<file path="src/rtl/trigger_pkg.sv">
// Shared types and helpers for the multi-channel coincidence trigger.
// Imported by the trigger top level and by its testbench.
package trigger_pkg;

  typedef enum logic [1:0] {
    IDLE   = 2'd0,
    WINDOW = 2'd1,
    FIRE   = 2'd2,
    DEAD   = 2'd3
  } trig_state_t;

  localparam int NCH_DEFAULT = 4;
  localparam int MAX_NCH     = 16;
  localparam int MAJ_W       = $clog2(NCH_DEFAULT + 1);
  localparam int POP_W       = $clog2(MAX_NCH + 1);

  // Number of set bits; callers zero-extend narrower masks to MAX_NCH.
  function automatic logic [POP_W-1:0] popcount(input logic [MAX_NCH-1:0] v);
    logic [POP_W-1:0] n;
    n = '0;
    for (int i = 0; i < MAX_NCH; i++) begin
      n = n + {{(POP_W-1){1'b0}}, v[i]};
    end
    return n;
  endfunction

endpackage

</file>
<file path="src/rtl/coincidence_trigger_if.sv">
// Configuration, sample and result bundle of the coincidence trigger.
// The trigger uses the slave view; the readout controller drives the master view.
interface coincidence_trigger_if #(
  parameter int WIDTH = 12,
  parameter int NCH   = 4,
  parameter int DT_W  = 30,
  parameter int WIN_W = 8,
  parameter int CNT_W = 32,
  parameter int MAJ_W = $clog2(NCH + 1)
);

  logic [NCH*WIDTH-1:0] data_in;
  logic [NCH*WIDTH-1:0] threshold;
  logic [WIDTH-1:0]     hysteresis;
  logic [NCH-1:0]       polarity;
  logic [NCH-1:0]       ch_enable;
  logic [MAJ_W-1:0]     majority;
  logic [WIN_W-1:0]     coinc_window;
  logic [DT_W-1:0]      disable_time;

  logic                 pulse_out;
  logic                 busy;
  logic [NCH-1:0]       ch_hit;
  logic [CNT_W-1:0]     trig_count;

  modport master (
    output data_in, threshold, hysteresis, polarity, ch_enable,
           majority, coinc_window, disable_time,
    input  pulse_out, busy, ch_hit, trig_count
  );

  modport slave (
    input  data_in, threshold, hysteresis, polarity, ch_enable,
           majority, coinc_window, disable_time,
    output pulse_out, busy, ch_hit, trig_count
  );

endinterface

</file>
<file path="src/rtl/trigger_channel_disc.sv">
// Per-channel signed threshold discriminator with hysteresis re-arm and
// selectable polarity; emits a single-cycle registered hit.
module trigger_channel_disc #(
  parameter int WIDTH = 12
) (
  input  logic             clk,
  input  logic             reset,
  input  logic [WIDTH-1:0] data,
  input  logic [WIDTH-1:0] thr,
  input  logic [WIDTH-1:0] hyst,
  input  logic             pol,
  output logic             hit_q
);

  // Two guard bits so thr +/- hyst can never wrap for any operand values.
  localparam int EW = WIDTH + 2;

  logic signed [EW-1:0] d_x;
  logic signed [EW-1:0] t_x;
  logic signed [EW-1:0] h_x;
  logic signed [EW-1:0] lo;
  logic signed [EW-1:0] hi;
  logic                 hit_cond;
  logic                 rearm_cond;
  logic                 armed;

  assign d_x = {{2{data[WIDTH-1]}}, data};
  assign t_x = {{2{thr[WIDTH-1]}}, thr};
  assign h_x = {2'b00, hyst};
  assign lo  = t_x - h_x;
  assign hi  = t_x + h_x;

  assign hit_cond   = pol ? (d_x < t_x)  : (d_x > t_x);
  assign rearm_cond = pol ? (d_x >= hi) : (d_x <= lo);

  // NOTE: state registers use non-blocking assignments so every flop samples
  // the pre-edge values regardless of statement order.
  always_ff @(posedge clk or negedge reset) begin
    if (!reset) begin
      armed <= 1'b0;
      hit_q <= 1'b0;
    end else begin
      hit_q <= armed && hit_cond;
      if (armed && hit_cond) begin
        armed <= 1'b0;
      end else if (rearm_cond) begin
        armed <= 1'b1;
      end
    end
  end

endmodule

</file>
<file path="src/rtl/coincidence_trigger.sv">
// NCH-channel coincidence/majority trigger: per-channel discriminators feed
// a window FSM that fires a dead-time-wide pulse and latches the hit pattern.
module coincidence_trigger
  import trigger_pkg::*;
#(
  parameter int WIDTH = 12,
  parameter int NCH   = 4,
  parameter int DT_W  = 30,
  parameter int WIN_W = 8,
  parameter int CNT_W = 32
) (
  input  logic                  clk,
  input  logic                  reset,
  coincidence_trigger_if.slave  bus
);

  localparam int MAJ_BITS = $clog2(NCH + 1);

  trig_state_t         state;
  logic [NCH-1:0]      hit_q;
  logic [NCH-1:0]      hits;
  logic [NCH-1:0]      mask;
  logic [NCH-1:0]      mask_or;
  logic [MAJ_BITS-1:0] maj_live;
  logic [MAJ_BITS-1:0] maj_q;
  logic [POP_W-1:0]    maj_live_w;
  logic [POP_W-1:0]    maj_q_w;
  logic [POP_W-1:0]    pop_hits;
  logic [POP_W-1:0]    pop_or;
  logic [WIN_W-1:0]    win_cnt;
  logic [DT_W-1:0]     dead_cnt;
  logic [NCH-1:0]      ch_hit_q;
  logic [CNT_W-1:0]    trig_cnt_q;

  for (genvar i = 0; i < NCH; i++) begin : g_ch
    trigger_channel_disc #(
      .WIDTH (WIDTH)
    ) u_disc (
      .clk   (clk),
      .reset (reset),
      .data  (bus.data_in[i*WIDTH +: WIDTH]),
      .thr   (bus.threshold[i*WIDTH +: WIDTH]),
      .hyst  (bus.hysteresis),
      .pol   (bus.polarity[i]),
      .hit_q (hit_q[i])
    );
  end

  assign hits    = hit_q & bus.ch_enable;
  assign mask_or = mask | hits;

  // A majority of zero would fire on nothing; treat it as one.
  assign maj_live   = (bus.majority == '0) ? MAJ_BITS'(1) : bus.majority;
  assign maj_live_w = POP_W'(maj_live);
  assign maj_q_w    = POP_W'(maj_q);
  assign pop_hits   = popcount(MAX_NCH'(hits));
  assign pop_or     = popcount(MAX_NCH'(mask_or));

  always_ff @(posedge clk or negedge reset) begin
    if (!reset) begin
      state      <= IDLE;
      mask       <= '0;
      maj_q      <= '0;
      win_cnt    <= '0;
      dead_cnt   <= '0;
      ch_hit_q   <= '0;
      trig_cnt_q <= '0;
    end else begin
      case (state)
        IDLE: begin
          if (hits != '0) begin
            maj_q   <= maj_live;
            win_cnt <= bus.coinc_window;
            if (pop_hits >= maj_live_w) begin
              mask  <= hits;
              state <= FIRE;
            end else if (bus.coinc_window != '0) begin
              mask  <= hits;
              state <= WINDOW;
            end else begin
              mask  <= '0;
            end
          end
        end
        WINDOW: begin
          mask <= mask_or;
          if (pop_or >= maj_q_w) begin
            state <= FIRE;
          end else begin
            win_cnt <= win_cnt - WIN_W'(1);
            if (win_cnt == WIN_W'(1)) begin
              mask  <= '0;
              state <= IDLE;
            end
          end
        end
        FIRE: begin
          ch_hit_q   <= mask;
          trig_cnt_q <= trig_cnt_q + CNT_W'(1);
          dead_cnt   <= bus.disable_time;
          mask       <= '0;
          state      <= DEAD;
        end
        DEAD: begin
          // Hits are deliberately ignored here; discriminators keep tracking.
          if (dead_cnt != '0) begin
            dead_cnt <= dead_cnt - DT_W'(1);
          end else begin
            state <= IDLE;
          end
        end
        default: state <= IDLE;
      endcase
    end
  end

  // FIRE plus disable_time DEAD cycles gives a pulse of disable_time+1.
  assign bus.pulse_out  = (state == FIRE) || ((state == DEAD) && (dead_cnt != '0));
  assign bus.busy       = (state != IDLE);
  assign bus.ch_hit     = ch_hit_q;
  assign bus.trig_count = trig_cnt_q;

endmodule

</file>
<file path="src/flat_wrapper.sv">
// flat-port wrapper written by rule: the top's interface ports become plain ports
module coincidence_trigger_flat import trigger_pkg::*;
#(
  parameter int WIDTH = 12,
  parameter int NCH   = 4,
  parameter int DT_W  = 30,
  parameter int WIN_W = 8,
  parameter int CNT_W = 32
)
  (clk, reset, bus_data_in, bus_threshold, bus_hysteresis, bus_polarity, bus_ch_enable, bus_majority, bus_coinc_window, bus_disable_time, bus_pulse_out, bus_busy, bus_ch_hit, bus_trig_count);
  coincidence_trigger_if #(.WIDTH(WIDTH), .NCH(NCH), .DT_W(DT_W), .WIN_W(WIN_W), .CNT_W(CNT_W)) bus_i ();
  input  logic clk;
  input  logic reset;
  input wire logic [$bits(bus_i.data_in)-1:0] bus_data_in;
  input wire logic [$bits(bus_i.threshold)-1:0] bus_threshold;
  input wire logic [$bits(bus_i.hysteresis)-1:0] bus_hysteresis;
  input wire logic [$bits(bus_i.polarity)-1:0] bus_polarity;
  input wire logic [$bits(bus_i.ch_enable)-1:0] bus_ch_enable;
  input wire logic [$bits(bus_i.majority)-1:0] bus_majority;
  input wire logic [$bits(bus_i.coinc_window)-1:0] bus_coinc_window;
  input wire logic [$bits(bus_i.disable_time)-1:0] bus_disable_time;
  output wire logic [$bits(bus_i.pulse_out)-1:0] bus_pulse_out;
  output wire logic [$bits(bus_i.busy)-1:0] bus_busy;
  output wire logic [$bits(bus_i.ch_hit)-1:0] bus_ch_hit;
  output wire logic [$bits(bus_i.trig_count)-1:0] bus_trig_count;
  assign bus_i.data_in = bus_data_in;
  assign bus_i.threshold = bus_threshold;
  assign bus_i.hysteresis = bus_hysteresis;
  assign bus_i.polarity = bus_polarity;
  assign bus_i.ch_enable = bus_ch_enable;
  assign bus_i.majority = bus_majority;
  assign bus_i.coinc_window = bus_coinc_window;
  assign bus_i.disable_time = bus_disable_time;
  assign bus_pulse_out = bus_i.pulse_out;
  assign bus_busy = bus_i.busy;
  assign bus_ch_hit = bus_i.ch_hit;
  assign bus_trig_count = bus_i.trig_count;
  coincidence_trigger #(.WIDTH(WIDTH), .NCH(NCH), .DT_W(DT_W), .WIN_W(WIN_W), .CNT_W(CNT_W)) u_core (.clk(clk), .reset(reset), .bus(bus_i));
endmodule
</file>
<file path="config.mk">
export PLATFORM = sky130hd
export DESIGN_NAME = coincidence_trigger_flat
export DESIGN_NICKNAME = d
export VERILOG_FILES = /design/src/rtl/trigger_pkg.sv /design/src/rtl/coincidence_trigger_if.sv /design/src/rtl/trigger_channel_disc.sv /design/src/rtl/coincidence_trigger.sv /design/src/flat_wrapper.sv
export SDC_FILE = /design/constraint.sdc
export NUM_CORES = 1
export LEC_CHECK = 0
export CAP_MARGIN = 20
export CORE_MARGIN = 4
export CORE_UTILIZATION = 40
export CTS_CLUSTER_DIAMETER = 80
export DETAILED_ROUTE_END_ITERATION = 8
export PLACE_DENSITY_LB_ADDON = 0.2
export SETUP_SLACK_MARGIN = 0.02
export SLEW_MARGIN = 25
export SYNTH_ARGS = -nofsm -noshare
export SYNTH_HDL_FRONTEND = slang
export SYNTH_SLANG_ARGS = --single-unit
</file>
<file path="constraint.sdc">
create_clock -name clk -period 3.53 [get_ports clk]
set_clock_uncertainty 0.1 [all_clocks]
set_input_delay 0.353 -clock clk [delete_from_list [all_inputs] [get_ports clk]]
set_output_delay 0.353 -clock clk [all_outputs]
set_load 0.01 [all_outputs]
</file>
Word level (Yosys, flattened, before mapping) --
Cells that the tools add are included.
Operators by class: shift-type cells 0, equality and inequality tests 10, $add $sub $neg 17, multipliers 0, div/mod/pow operators 0, multiplexer cells 35, bitwise logic cells 2, $lt $le $gt $ge 18, reductions and logical operators 24
Operator list (count):
- case mux 30 bit (2 select lines) | 1
- adder 12 x 13 -> 14 bit | 4
- greater-or-equal comparator 12 x 14 -> 1 bit | 4
- <= comparator 12 x 14 -> 1 bit | 4
- subtractor 12 x 13 -> 14 bit | 4
- greater-than comparator 12 bit | 4
- less-than comparator 12 bit | 4
- adder 32 x 1 -> 32 bit, second input constant | 1
- two-way mux 30 bit | 1
- nonzero test 30 bit | 1
- subtractor 30 x 1 -> 30 bit, second input constant | 1
- adder 5 x 1 -> 5 bit | 4
- two-way mux 4 bit | 5
- two-way mux 1 bit | 16
- two-way mux 8 bit | 2
- case mux 8 bit (2 select lines) | 1
- nonzero test 2 bit | 7
- two-way mux 2 bit | 6
- case mux 4 bit (3 select lines) | 1
- greater-or-equal comparator 5 x 3 -> 1 bit | 2
- equality test 8 x 1 -> 1 bit, second input constant | 1
- case mux 2 bit (4 select lines) | 1
- nonzero test 8 bit | 1
- subtractor 8 x 1 -> 8 bit, second input constant | 1
- 18 further kinds | 29
Word-level totals: flip-flop bits (word level) 91, RAM bits 0, bits of input ports 159, output and inout port bits 38, memories kept 0, memory bits (read-only) 0, latch bits 0

Depth between registers and ports, before layout --
depth after elaboration 8, mapped depth 16, mapped depth without buffers 16

Modules after synthesis --
From an unflattened synthesis, not the netlist that was laid out.
Unflattened totals: cell total of the unflattened synthesis 1691, area total of the unflattened synthesis 13952.1 µm²
By module, submodules not included:
- coincidence_trigger | area an instance 5009.8 µm², times used 1, seq. area each 2077.0 µm², cells each 529
- trigger_channel_disc at u_core.g_ch[2].u_disc ... | area an instance 2239.6 µm², times used 2, seq. area each 50.0 µm², cells each 292
- trigger_channel_disc at u_core.g_ch[1].u_disc | area an instance 2264.7 µm², times used 1, seq. area each 50.0 µm², cells each 296
- trigger_channel_disc at u_core.g_ch[0].u_disc | area an instance 2198.4 µm², times used 1, seq. area each 50.0 µm², cells each 282

Worst setup path before layout --
No wires, ideal clock.
path type input port to flip-flop, start input port bus_hysteresis[1], end register u_core.g_ch[0].u_disc.armed, required time 3.336 ns, arrival 3.421 ns, library setup time 0.094 ns, stages on the path 14, setup slack -0.085 ns, path through inv_1 -> ha_1 -> nor2b_1 -> o21a_1 -> o21ai_0 -> a21oi_1 -> a41oi_1 -> o22ai_1 -> ha_1 -> or4b_2 -> a211o_1 -> o2111ai_1 -> mux2i_1 -> a211oi_1
On the way: word-level cells in the longest chain between the ends 4
RTL lines:
- start: declaration | line flat_wrapper.sv:16 | input wire logic [$bits(bus_i.hysteresis)-1:0] bus_hysteresis;
- subtractor 12 x 13 -> 14 bit / adder 12 x 13 -> 14 bit (equally long branches) | line trigger_channel_disc.sv:30, trigger_channel_disc.sv:31
- <= comparator 12 x 14 -> 1 bit / greater-or-equal comparator 12 x 14 -> 1 bit (equally long branches) | line trigger_channel_disc.sv:34 | assign rearm_cond = pol ? (d_x >= hi) : (d_x <= lo);
- two-way mux 1 bit * | line trigger_channel_disc.sv:34
- nonzero test 2 bit (no line) *
- end signal: assignment | line trigger_channel_disc.sv:40 | armed <= 1'b0;
- end signal: assignment | line trigger_channel_disc.sv:45 | armed <= 1'b0;
- end signal: assignment | line trigger_channel_disc.sv:47 | armed <= 1'b1;
- end: declaration | line trigger_channel_disc.sv:25 | logic armed;
Every way passes the cells marked *; elsewhere a longest branch is shown, timed or not. A chain may end at the register's enable or synchronous reset.

Final worst setup path --
start input port bus_threshold[42], end register u_core.g_ch[3].u_disc.armed
On the way: word-level cells in the longest chain between the ends 4
RTL lines:
- start: declaration | line flat_wrapper.sv:15 | input wire logic [$bits(bus_i.threshold)-1:0] bus_threshold;
- subtractor 12 x 13 -> 14 bit, or another cell as far along | line trigger_channel_disc.sv:30 | assign lo = t_x - h_x;
- <= comparator 12 x 14 -> 1 bit, or another cell as far along | line trigger_channel_disc.sv:34
- two-way mux 1 bit / logical AND 1 bit (equally long branches) | line trigger_channel_disc.sv:34, trigger_channel_disc.sv:44
- nonzero test 2 bit (no line) / two-way mux 1 bit (equally long branches)
- end signal: assignment | line trigger_channel_disc.sv:40
- end signal: assignment | line trigger_channel_disc.sv:45
- end signal: assignment | line trigger_channel_disc.sv:47
- end: declaration | line trigger_channel_disc.sv:25
Several ways; a longest one is shown, not always the timed one.

==> flow_metrics.tcl <==
set metrics [dict create \
    status "complete, but fails checks" \
    violations "negative setup slack" \
    grt_use_total 0.232 \
    ys.flop_type "dfrtp_1" \
    antenna_found_initial 3 \
    gp_congestion 0.908 \
    core_area_sq_um 33600 \
    cts_buffer_depth 2 \
    hold_path_class "reg -> reg" \
    wl_per_cell_microns 17.3 \
    final_cell_mix "299 x buf_4, 269 x ha_1, 166 x clkdlybuf4s50_1" \
    synthArstFlopShare 1.00 \
    die_y_microns 193 \
    grt_max_degree 66 \
    grt.overflow.total 0 \
    setup_ws_ns -0.0961 \
    drv_cap 0 \
    cp.arrival_ns 3.78 \
    mostFrequentLayoutCell "buf_4" \
    cts_root_buf "clkbuf_16" \
    required_ns 3.68 \
    vdd_drop_max_mv 0.217 \
    first_pass_iters 5 \
    slew_violations 0 \
    synth_seq_area_share 0.167 \
    synth_top_cell_by_area "ha_1" \
    worstMarginPinSlew_ns 0.759 \
    critPathKind "in -> reg" \
    cp_max_fo 5 \
    cts.sink_count 91 \
    clk_latency_ns 0.34 \
    cts_tree "yes" \
    rsz0062_at_grt "true" \
    dr_wl_met2_microns 21200 \
    syn-cell-area_sq_um 13700 \
    yosysTopAreaCellShare 0.260 \
    met1_length_microns 20400 \
    finalSetupTns_ns -0.0961 \
    initial_core_util 0.407 \
    synth-edff-count 0 \
    port_buffers 196 \
    avgSynthCellArea_sq_um 8.08 \
    yosys_warnings 0 \
    synth_fp_nets 2146 \
    setup.worst_path.start_class "primary input" \
    dp_cells 2572 \
    dr_wl_met3_microns 2460 \
    drc 0 \
    p_per_area_nw_per_um2 319 \
    clk_pin_slew_ns 0.07 \
    die_w_microns 193 \
    nets 2614 \
    synth_cell_types 74 \
    ios 197 \
    yosys-top-cells-area "ha_1 26%, dfrtp_1 17%, xnor2_1 5.7%" \
    drt-vias-per-instance 5.44 \
    numCtsBuffers 9 \
    num_vias 14200 \
    fmax_mhz 276 \
    totalWireLength_microns 45200 \
    relSlewSlack 0.492 \
    route.top_layer_used "met5" \
    grt_pass1_vias 14000 \
    drt_iter0_drc 870 \
    drive_gt1_frac 0.210 \
    hpwl_microns 36700 \
    critPathCaptureType "flip-flop" \
    h-tree-depth 3 \
    p_leak_nw 9.08 \
    drtAntennaViolNets 0 \
    grt_pass1_wl_microns 70000 \
    post-route-period-util 1.03 \
    syn2layout_area_growth_pct 41.1 \
    synth_cells 1693 \
    setup_viol_count_final 1 \
    ys_ff_latch 91 \
    fin_cells 2614 \
    period_needed_ns 3.63 \
    finalHoldViolations 0 \
    dieArea_sq_um 37200 \
    rows 67 \
]
-- what timing repair did --
item,in CTS,in global routing
gates resized for setup,107,83
hold buffers,1,0
endpoints found under the setup margin,4,4
endpoints found under the hold margin,6,0
setup buffers,11,14
pin swaps,49,67
-- flip-flops by register name (all words and copies together), names as in the netlist --
register	flops
u_core.bus.trig_count	32
u_core.dead_cnt	30
u_core.win_cnt	8
u_core.bus.ch_hit	4
u_core.g_ch.u_disc.armed	4
u_core.g_ch.u_disc.hit_q	4
u_core.mask	4
u_core.maj_q	3
u_core.state	2
-- metrics by stage --
stage,hold slack [ns],power (W),utilization,setup WS [ns],area [sq um]
floorplan,-0.0426,0.00366,-,-0.0408,13700
global placement,0.359,0.00486,0.540,-0.917,18200
detailed placement,0.369,0.00495,0.540,-1.03,18200
CTS,0.384,0.00604,0.561,0.0235,18800
global route,0.406,0.00668,0.574,-0.211,19300
finish,0.376,0.00615,0.574,-0.0961,19300
-- Yosys cell counts (all sizes together) (38+ instances only) --
| library cell | n |
|---|---|
| nand3 | 54 |
| ha | 284 |
| xor2 | 39 |
| nor3 | 45 |
| inv | 159 |
| nor2 | 137 |
| xnor2 | 89 |
| o21ai | 54 |
| clkbuf | 38 |
| nand4 | 45 |
| nor2b | 48 |
| nand2 | 89 |
| a21oi | 146 |
| dfrtp | 91 |
| a211oi | 48 |
-- report_power, final --
part           switching, W  total, W  internal, W
sequential         0.000269   0.00158      0.00131
clock              0.000424  0.000972     0.000548
combinational       0.00184   0.00360      0.00176
total               0.00253   0.00615      0.00362
-- cell type report --
cell class                      count  area (sq um)
Tap cell                          448           561
Clock inverter                      4          52.6
Multi-Input combinational cell   1396         11300
Fill cell                        3027         14300
Inverter                          164           632
Antenna cell                        1          2.50
Sequential cell                    91          2280
Timing Repair Buffer              499          4280
Clock buffer                       11           233
-- worst paths after layout --
kind	startpoint	end	slack, ns	cells after the start
setup reg to reg	u_core.mask[0]	u_core.win_cnt[5]	0.39	11
hold / removal	u_core.bus.trig_count[31]	u_core.bus.trig_count[31]	0.38	1
min in group asynchronous	reset	u_core.bus.trig_count[27]	0.51	2
setup / recovery	bus_threshold[42]	u_core.g_ch[3].u_disc.armed	-0.1	15
hold reg to reg	u_core.bus.trig_count[31]	u_core.bus.trig_count[31]	0.38	1
max in group asynchronous	reset	u_core.maj_q[0]	2.03	3
-- cell families (layout without fill, tap and decap cells) --
| family | Yosys count | in the layout | synth area share |
|---|---|---|---|
| buffers and inverters | 206 | 678 | 0.0572 |
| multiplexers | 19 | 19 | 0.0149 |
| flip-flops | 91 | 91 | 0.167 |
| other | 0 | 1 | 0 |
| AO/OA/AOI/OAI | 417 | 417 | 0.200 |
| adder cells (fa/ha/maj) | 294 | 294 | 0.274 |
| XOR/XNOR | 128 | 128 | 0.0820 |
| AND/OR/NAND/NOR | 538 | 538 | 0.205 |
-- worst max-delay path, cell delays in order --
cell	delay, ns
clkdlybuf4s50_1	0.49
ha_1	0.23
buf_4	0.15
nor4_1	0.47
a21oi_4	0.15
a311oi_2	0.29
o22ai_1	0.12
ha_1	0.34
nand3_2	0.12
nor3_4	0.23
buf_4	0.15
buf_4	0.10
a21oi_1	0.05
mux2_4	0.26
a221oi_2	0.26
-- layer usage --
metal,track usage,up-vias
met5,0,-
met4,0.0558,6
met3,0.0260,68
met2,0.405,357
met1,0.309,6692
li1,-,7086
Power figures use the tool's default switching activity.
